===== src/rtl/demux_16bit_block_loader_pkg.sv =====
// demux_16bit_block_loader_pkg: shared defaults, channel state encoding and select polarity
package demux_16bit_block_loader_pkg;
   localparam int WORD_W_DEF = 16;
   localparam int WORDS_DEF  = 8;
   localparam logic ST_FILL = 1'b0;
   localparam logic ST_FULL = 1'b1;
   localparam logic SEL_CH0 = 1'b1;
   localparam logic SEL_CH1 = 1'b0;
endpackage


===== src/rtl/demux_16bit_block_loader_accum.sv =====
// block_accumulator_16bit: one channel's word-to-block assembly with valid/ready output
module block_accumulator_16bit
   import demux_16bit_block_loader_pkg::*;
#(
   parameter int WORD_W = WORD_W_DEF,
   parameter int WORDS = WORDS_DEF,
   localparam int BLOCK_W = WORD_W * WORDS,
   localparam int CW = $clog2(WORDS + 1)
) (
   input  logic               clk,
   input  logic               rst_n,
   input  logic               wr,
   input  logic [WORD_W-1:0]  word,
   input  logic               flush,
   input  logic               ready,
   output logic [BLOCK_W-1:0] data,
   output logic               valid,
   output logic [CW-1:0]      count,
   output logic               filling
);
   localparam logic [CW-1:0] LAST = CW'(WORDS - 1);
   logic state;
   assign valid   = state == ST_FULL;
   assign filling = state == ST_FILL;
   // FULL holds the block until drained; FILL writes word k to slot k, MSB first
   always_ff @(posedge clk or negedge rst_n) begin
      if (!rst_n) begin
         state <= ST_FILL;
         count <= '0;
         data  <= '0;
      end else if (state == ST_FULL) begin
         if (ready) begin
            state <= ST_FILL;
            count <= '0;
         end
      end else if (flush) begin
         count <= '0;
      end else if (wr) begin
         for (int k = 0; k < WORDS; k++)
            if (count == CW'(k)) data[BLOCK_W-1-k*WORD_W -: WORD_W] <= word;
         count <= count + CW'(1);
         if (count == LAST) state <= ST_FULL;
      end
   end
endmodule


===== src/rtl/demux_16bit_block_loader.sv =====
// demux_16bit_block_loader: steers a 16-bit word stream into two block-assembling channels
module demux_16bit_block_loader
   import demux_16bit_block_loader_pkg::*;
#(
   parameter int WORD_W = WORD_W_DEF,
   parameter int WORDS = WORDS_DEF,
   localparam int BLOCK_W = WORD_W * WORDS,
   localparam int CW = $clog2(WORDS + 1)
) (
   input  logic               clk,
   input  logic               rst_n,
   input  logic [WORD_W-1:0]  in_data,
   input  logic               in_sel,
   input  logic               in_valid,
   output logic               in_ready,
   input  logic               flush,
   output logic [BLOCK_W-1:0] ch0_data,
   output logic               ch0_valid,
   input  logic               ch0_ready,
   output logic [BLOCK_W-1:0] ch1_data,
   output logic               ch1_valid,
   input  logic               ch1_ready,
   output logic [CW-1:0]      ch0_count,
   output logic [CW-1:0]      ch1_count
);
   logic fill0, fill1, accept;
   assign in_ready = rst_n & ~flush & (in_sel == SEL_CH0 ? fill0 : fill1);
   assign accept   = in_valid & in_ready;

   block_accumulator_16bit #(.WORD_W(WORD_W), .WORDS(WORDS)) u_ch0 (
      .clk(clk), .rst_n(rst_n), .wr(accept & (in_sel == SEL_CH0)), .word(in_data),
      .flush(flush), .ready(ch0_ready), .data(ch0_data), .valid(ch0_valid),
      .count(ch0_count), .filling(fill0)
   );

   block_accumulator_16bit #(.WORD_W(WORD_W), .WORDS(WORDS)) u_ch1 (
      .clk(clk), .rst_n(rst_n), .wr(accept & (in_sel == SEL_CH1)), .word(in_data),
      .flush(flush), .ready(ch1_ready), .data(ch1_data), .valid(ch1_valid),
      .count(ch1_count), .filling(fill1)
   );
endmodule


===== config.mk =====
export PLATFORM = sky130hd
export DESIGN_NAME = demux_16bit_block_loader
export DESIGN_NICKNAME = d
export VERILOG_FILES = /design/src/rtl/demux_16bit_block_loader_pkg.sv /design/src/rtl/demux_16bit_block_loader_accum.sv /design/src/rtl/demux_16bit_block_loader.sv
export SDC_FILE = /design/constraint.sdc
export NUM_CORES = 1
export LEC_CHECK = 0
export BUFFER_PORTS_ARGS = -buffer_cell sky130_fd_sc_hd__buf_4
export CORE_MARGIN = 4
export CORE_UTILIZATION = 56
export DETAILED_ROUTE_END_ITERATION = 16
export MAX_ROUTING_LAYER = met4
export PLACE_DENSITY = 0.85
export SETUP_SLACK_MARGIN = 0.15
export SLEW_MARGIN = 20
export SYNTH_ARGS = -nofsm -noshare
export SYNTH_HDL_FRONTEND = slang
export SYNTH_SLANG_ARGS = --single-unit
export TNS_END_PERCENT = 5

===== constraint.sdc =====
create_clock -name clk -period 6.2 [get_ports clk]
set_clock_uncertainty 0.1 [all_clocks]
set_input_delay 0.31 -clock clk [delete_from_list [all_inputs] [get_ports clk]]
set_output_delay 0.31 -clock clk [all_outputs]
set_load 0.02 [all_outputs]

==> flow_metrics.env, run 1 <==
export IMPL_cp_end_kind="flip-flop"
export IMPL_grt_pass1_vias=7069
export IMPL_synthDistinctLibCells=35
export IMPL_die_x_um=144
export IMPL_place_inst=1116
export IMPL_netlist_area_leader_share_pct=64.2
export IMPL_seqPwrFrac_pct=46.9
export IMPL_fillers=1103
export IMPL_area_delta_synth_final_pct=31.4
export IMPL_via_per_inst=5.66
export IMPL_die_y_um=144
export IMPL_drt_pass1_iterations=4
export IMPL_syn_avg_cell_area_um2=16.3
export IMPL_synth_area_leaders="dfrtp_1, mux2_2, ha_1"
export IMPL_portBuffers=289
export IMPL_drive_above_1_share_pct=65.6
export IMPL_min_period_over_period_pct=48.4
export IMPL_register_area_um2=6660
export IMPL_cts_tree="done"
export IMPL_finalWeightedCongestion=0.885
export IMPL_start_util_pct=57.3
export IMPL_cp_max_fo=102
export IMPL_grt_pass1_wl_mm=41.5
export IMPL_internal_power_uw=3030
export IMPL_wl_mm=27.6
export IMPL_first_iter_violations=315
export IMPL_maxCapViolCount=0
export IMPL_power_density_nw_per_um2=295
export IMPL_synth_seq_cells=266
export IMPL_synth_seq_area_share_pct=64.2
export IMPL_slew_violations=0
export IMPL_p_comb_share_pct=11.8
export IMPL_ios=290
export IMPL_fin_crit_ns=3.00
export IMPL_p_leak_uw=0.00735
export IMPL_postCtsSetupBuffers=0
export IMPL_synth_commonest_cells="dfrtp_1, mux2_2, buf_2"
export IMPL_yosys_warnings=0
export IMPL_final_area_um2=13600
export IMPL_path_class="in -> reg"
export IMPL_worst_slew_pin_slew_ns=0.937
export IMPL_p_switching_uw=986
export IMPL_track_usage_pct=27.0
export IMPL_status="complete, no violations"
export IMPL_grt_max_degree=173
export IMPL_report_final_setup_viol=0
export IMPL_antenna_cells=0
export IMPL_final_hold_viol_count=0
export IMPL_fp_row_count=49
export IMPL_multi_input_area_um2=3510
export IMPL_post_synth_inst_count=634
export IMPL_cts_inserted_buffers=27
export IMPL_r2r_start="u_ch0.count[0]"
export IMPL_critPathArrivalTime_ns=3.30
export IMPL_cts_max_level=1
export IMPL_async_flop_share_pct=100
export IMPL_cts_sinks=266
export IMPL_final_nets=950
export IMPL_ant_nets=0
export IMPL_netlist_area_um2=10400
export IMPL_antenna_found_initial=0
export IMPL_hp_start="ch0_ready"
export IMPL_wl_per_cell_um=23.6
export IMPL_cts_root_buf="clkbuf_16"
export IMPL_hp_class="in -> reg"
export IMPL_synth_ff_type="dfrtp_1"
export IMPL_finalSetupTns_ns=0
export IMPL_cp_required_ns=6.50
export IMPL_synth_area_leader_cell="dfrtp_1"
export IMPL_clkLatencyLatePin_ns=0.52
export IMPL_path_buf_inv=2
export IMPL_core_um2=18100
export IMPL_critPathSlowestCell="nand4_2"
export IMPL_rsz0062_at_grt="false"
export IMPL_clk_path_buf_depth=3
export IMPL_ir_drop_mv=0.290
export IMPL_synth_edf_count=0
export IMPL_fmax_mhz=333
export IMPL_path_cells="dlygate4sd3_1 > buf_8 > and3_1 > nand4_2 > mux2_2"
export IMPL_clockPowerShare_pct=41.3
export IMPL_drc=0
export IMPL_synth_nets=665
export IMPL_path_clk_slew_ns=0.06
export IMPL_swShare_pct=24.5
export IMPL_path_delay_family="simple AND/OR/NAND/NOR gates"
export IMPL_max_stage_delay_ns=0.66
export IMPL_overflow=0
export IMPL_dpl_cell_area_um2=12700
export IMPL_cts_resized=0
export IMPL_cts_hold_buf=2
export IMPL_synth_most_common_cell="dfrtp_1"
export IMPL_cp_start_kind="input pin"
export IMPL_vias=6608
export IMPL_slew_headroom_pct=37.5
export IMPL_hpwl_mm=18.7
export IMPL_startpoint="rst_n"
export IMPL_die_area_um2=20700
export IMPL_instances_no_fill=1167
==> registers in the layout, indices dropped and copies added, names as in the netlist <==
signal	cells
u_ch0.data	128
u_ch1.count	4
u_ch0.valid	1
u_ch1.data	128
u_ch1.valid	1
u_ch0.count	4
==> layer usage <==
| layer | track usage (%) | vias to the layer above | wire length [µm] |
|---|---|---|---|
| met4 | 8.37 | 0 | 852 |
| met5 | - | - | 0 |
| li1 | - | 2832 | - |
| met1 | 34.2 | 3447 | 10900 |
| met2 | 43.5 | 270 | 13600 |
| met3 | 6.65 | 59 | 2260 |
==> layout by cell type, fill, tap and decap left out, types with 3 or more instances in the layout <==
cell type | Yosys | layout
nand3_1 | 8 | 8
mux2_2 | 257 | 257
nand3_2 | 9 | 9
and3_1 | 3 | 3
dfrtp_1 | 266 | 266
inv_1 | 4 | 4
clkinv_2 | 0 | 8
buf_4 | 3 | 288
clkbuf_8 | 0 | 8
clkbuf_16 | 0 | 27
o21ai_0 | 5 | 5
ha_1 | 8 | 8
nand4_2 | 4 | 4
bufinv_16 | 0 | 3
nand2_1 | 5 | 5
==> final timing paths <==
path	depth (start not counted)	slack (ns)	endpoint
min reg2reg	1	0.40	u_ch0.data[66]
min in group asynchronous	2	0.28	u_ch1.data[125]
max	5	3.20	u_ch0.data[51]
max reg2reg	5	3.55	u_ch0.data[85]
min	4	0.04	u_ch0.count[3]
max in group asynchronous	3	4.26	u_ch0.data[52]
==> per-stage QoR <==
stage	hold WS (ns)	worst slack (ns)	util [%]	total power, µW
after detailed placement	0.277	3.30	70.0	2390
after floorplan	-0.0856	3.95	-	2130
after CTS	0.0177	3.23	75.2	4050
after global routing	0.0306	3.05	75.3	4160
final	0.0382	3.20	75.3	4020
after global placement	0.272	3.38	70.0	2380
==> worst reg2reg max path, delay by kind of cell, from the launching register on <==
family / cells / cell delay (ns)
AND/OR/NAND/NOR: 2 / 1.18
flip-flops: 1 / 0.45
multiplexers: 1 / 0.44
adder cells (fa/ha/maj): 1 / 0.22
buffers and inverters: 1 / 0.15
==> power groups by stage <==
stage          combinational, µW  clock, µW  sequential, µW
2_1_floorplan                109          0            2020
5_1_grt                      505       1760            1890
3_5_place_dp                 477          0            1910
6_report                     474       1660            1880
4_1_cts                      480       1690            1880
3_3_place_gp                 467          0            1910
==> cells by family (layout without fill, tap and decap cells) <==
family | after synthesis | in the layout | synth area share [%]
buffers and inverters | 41 | 345 | 1.87
and+or+nand+nor | 49 | 49 | 4.13
AOI/OAI and AO/OA | 9 | 9 | 0.519
muxes | 258 | 258 | 28.0
xor gates and xnor gates | 3 | 3 | 0.254
DFF | 266 | 266 | 64.2
adders and majority gates | 8 | 8 | 0.966
==> area by class of cell <==
class | instances | area share (%)
sequential | 266 | 48.9
timing repair buffer | 293 | 16.4
multi-input combinational | 327 | 25.8
inverter | 4 | 0.110
clock buffer | 36 | 5.72
tap | 229 | 2.10
clock inverter | 12 | 1.02
Power figures use the tool's default switching activity.
==> run 2, diff against run 1 <==
- ABC_AREA: default -> 1
- CORE_UTILIZATION: 56 -> 53
- PLACE_DENSITY: 0.85 -> 0.8
- clock period: 6.2 -> 2.9 ns (I/O delays scaled with it)
==> run 2 against run 1 <==
  * Wire length increased by 39%
  * Via count is 65% higher
  * Clock-buffer cell count increased by 3
  * Sequential power rose by 150%
  * Sequential cell count unchanged
  * Final area increased by 7.6%
  * Synthesized cell count increased by 100%
  * Clock power up 99%
  * Largest cell class unchanged
==> flow_metrics.env, run 2 <==
export IMPL_instances_no_fill=1820
export IMPL_cts_sinks=266
export IMPL_clkLatencyLatePin_ns=0.53
export IMPL_start_util_pct=54.1
export IMPL_fmax_mhz=418
export IMPL_cts_hold_buf=22
export IMPL_die_x_um=155
export IMPL_async_flop_share_pct=100
export IMPL_path_class="reg -> reg"
export IMPL_synth_fa_ha_area_share_pct=0.877
export IMPL_synth_area_leaders="dfrtp_1, nand2_1, nand4_1"
export IMPL_synth_area_leader_cell="dfrtp_1"
export IMPL_power_density_nw_per_um2=729
export IMPL_place_inst=1753
export IMPL_wl_mm=38.4
export IMPL_track_usage_pct=32.1
export IMPL_layout_common_cells="nand2_1, buf_4, dfrtp_1, nand4_1, clkbuf_16"
export IMPL_cp_required_ns=3.21
export IMPL_overflow=0
export IMPL_layout_commonest_cell="nand2_1"
export IMPL_cp_max_fo=33
export IMPL_finalWeightedCongestion=0.851
export IMPL_core_um2=21100
export IMPL_synth_seq_cells=266
export IMPL_cp_start_kind="flip-flop"
export IMPL_area_delta_synth_final_pct=28.3
export IMPL_wl_per_cell_um=21.1
export IMPL_register_area_um2=6660
export IMPL_fillers=1641
export IMPL_max_stage_delay_ns=0.58
export IMPL_cts_max_level=1
export IMPL_maxCapViolCount=0
export IMPL_ant_nets=0
export IMPL_worst_slew_pin_slew_ns=0.912
export IMPL_ir_drop_mv=0.417
export IMPL_final_nets=1560
export IMPL_final_hold_viol_count=0
export IMPL_path_buf_inv=2
export IMPL_report_final_setup_viol=0
export IMPL_drive_above_1_share_pct=23.7
export IMPL_p_leak_uw=0.00823
export IMPL_ios=290
export IMPL_synth_seq_area_share_pct=58.3
export IMPL_synthDistinctLibCells=18
export IMPL_rsz0062_at_grt="false"
export IMPL_synth_top_family_by_area="simple AND/OR/NAND/NOR gates"
export IMPL_synth_ff_type="dfrtp_1"
export IMPL_fin_crit_ns=2.39
export IMPL_die_y_um=155
export IMPL_status="complete, no violations"
export IMPL_cp_common_cell="nand2_1"
export IMPL_slew_violations=0
export IMPL_via_per_inst=5.98
export IMPL_portBuffers=289
export IMPL_clk_path_buf_depth=3
export IMPL_critPathSlowestCell="nand3_1"
export IMPL_synth_nets=1317
export IMPL_cts_root_buf="clkbuf_16"
export IMPL_netlist_area_um2=11400
export IMPL_grt_pass1_wl_mm=59.1
export IMPL_fp_row_count=53
export IMPL_critPathArrivalTime_ns=2.70
export IMPL_post_synth_inst_count=1286
export IMPL_grt_pass1_vias=10400
export IMPL_synth_xor_area_share_pct=0
export IMPL_drc=0
export IMPL_grt_max_degree=165
export IMPL_min_period_over_period_pct=82.5
export IMPL_antenna_found_initial=0
export IMPL_slew_headroom_pct=39.2
export IMPL_synthMuxAreaShare_pct=0
export IMPL_reg_largest_list="u_ch0.data x128, u_ch1.data x128"
export IMPL_drt_pass1_iterations=5
export IMPL_netlist_area_leader_share_pct=58.3
export IMPL_hpwl_mm=23.6
export IMPL_antenna_cells=0
export IMPL_synth_compound_area_share_pct=0.351
export IMPL_path_delay_family="simple AND/OR/NAND/NOR gates"
export IMPL_synth_commonest_cells="nand2_1, dfrtp_1, nand4_1"
export IMPL_synthSimpleGateAreaFrac_pct=34.4
export IMPL_postCtsSetupBuffers=0
export IMPL_first_iter_violations=1046
export IMPL_vias=10900
export IMPL_hp_class="in -> reg"
export IMPL_synth_edf_count=0
export IMPL_cts_resized=0
export IMPL_yosys_warnings=0
export IMPL_syn_avg_cell_area_um2=8.88
export IMPL_cts_tree="done"
export IMPL_cp_end_kind="flip-flop"
export IMPL_cts_inserted_buffers=27
export IMPL_path_cells="nand2_1 > inv_1 > nor2_2 > nand2_1 > nor2_4 > buf_4 > nand3_1 > nand2_1 > nand2_1"
export IMPL_finalSetupTns_ns=0
export IMPL_path_clk_slew_ns=0.06
export IMPL_synth_most_common_cell="nand2_1"
export IMPL_multi_input_area_um2=4070
export IMPL_die_area_um2=24000
-- run 2: stage by stage --
| stage | setup slack (ns) | util, % | instance area (µm²) | hold slack (ns) | total power (µW) |
|---|---|---|---|---|---|
| final | 0.507 | 69.5 | 14600 | 0.137 | 10700 |
| after global placement | 0.677 | 64.5 | 13600 | 0.208 | 7320 |
| after floorplan | 1.07 | - | 11400 | -0.251 | 5990 |
| after CTS | 0.561 | 69.5 | 14600 | 0.140 | 10700 |
| after global routing | 0.316 | 69.5 | 14600 | 0.185 | 11100 |
| after detailed placement | 0.584 | 64.5 | 13600 | 0.220 | 7390 |
-- run 2: where the power goes --
group          internal, µW  switching, µW  leakage (µW)
registers              4260            420       0.00361
clock network          1900           1410      0.000405
logic                   988           1710       0.00422
total                  7140           3540       0.00823
-- run 2: worst paths after layout --
path	start	end	slack [ns]	depth (start not counted)
setup / recovery	u_ch0.valid	u_ch1.data[52]	0.51	9
hold / removal	in_sel	u_ch0.data[0]	0.14	4
setup reg to reg	u_ch0.valid	u_ch1.data[52]	0.51	9
hold reg to reg	u_ch1.data[17]	u_ch1.data[17]	0.37	2
max in group asynchronous	rst_n	u_ch1.data[38]	1.12	4
min in group asynchronous	rst_n	u_ch1.data[4]	0.23	3
-- run 2: logic make-up after synthesis --
logic type | Yosys count
simple gates | 854
flops | 266
buf+inv | 150
compound gates | 8
fa+ha+maj | 8
-- run 2: tightest hold or removal path: cells and delay by family --
| family | cells | cell delay [ns] |
|---|---|---|
| AND/OR/NAND/NOR | 2 | 0.21 |
| buffers and inverters | 2 | 0.36 |
-- run 2: cell type report --
| type | count | share of cell area, % |
|---|---|---|
| Clock inverter | 6 | 0.427 |
| Inverter | 25 | 0.658 |
| Timing Repair Buffer | 339 | 18.1 |
| Clock buffer | 39 | 5.19 |
| Sequential cell | 266 | 45.4 |
| Tap cell | 275 | 2.35 |
| Multi-Input combinational cell | 870 | 27.8 |
-- run 2: layer usage --
layer  global-route usage (%)  wire, µm  vias to the layer above
met1                     43.1     15100                     5279
met4                     14.1      1810                        0
met3                     5.68      3700                      126
li1                         -         -                     4804
met2                     48.3     17800                      678
met5                        -         0                        -
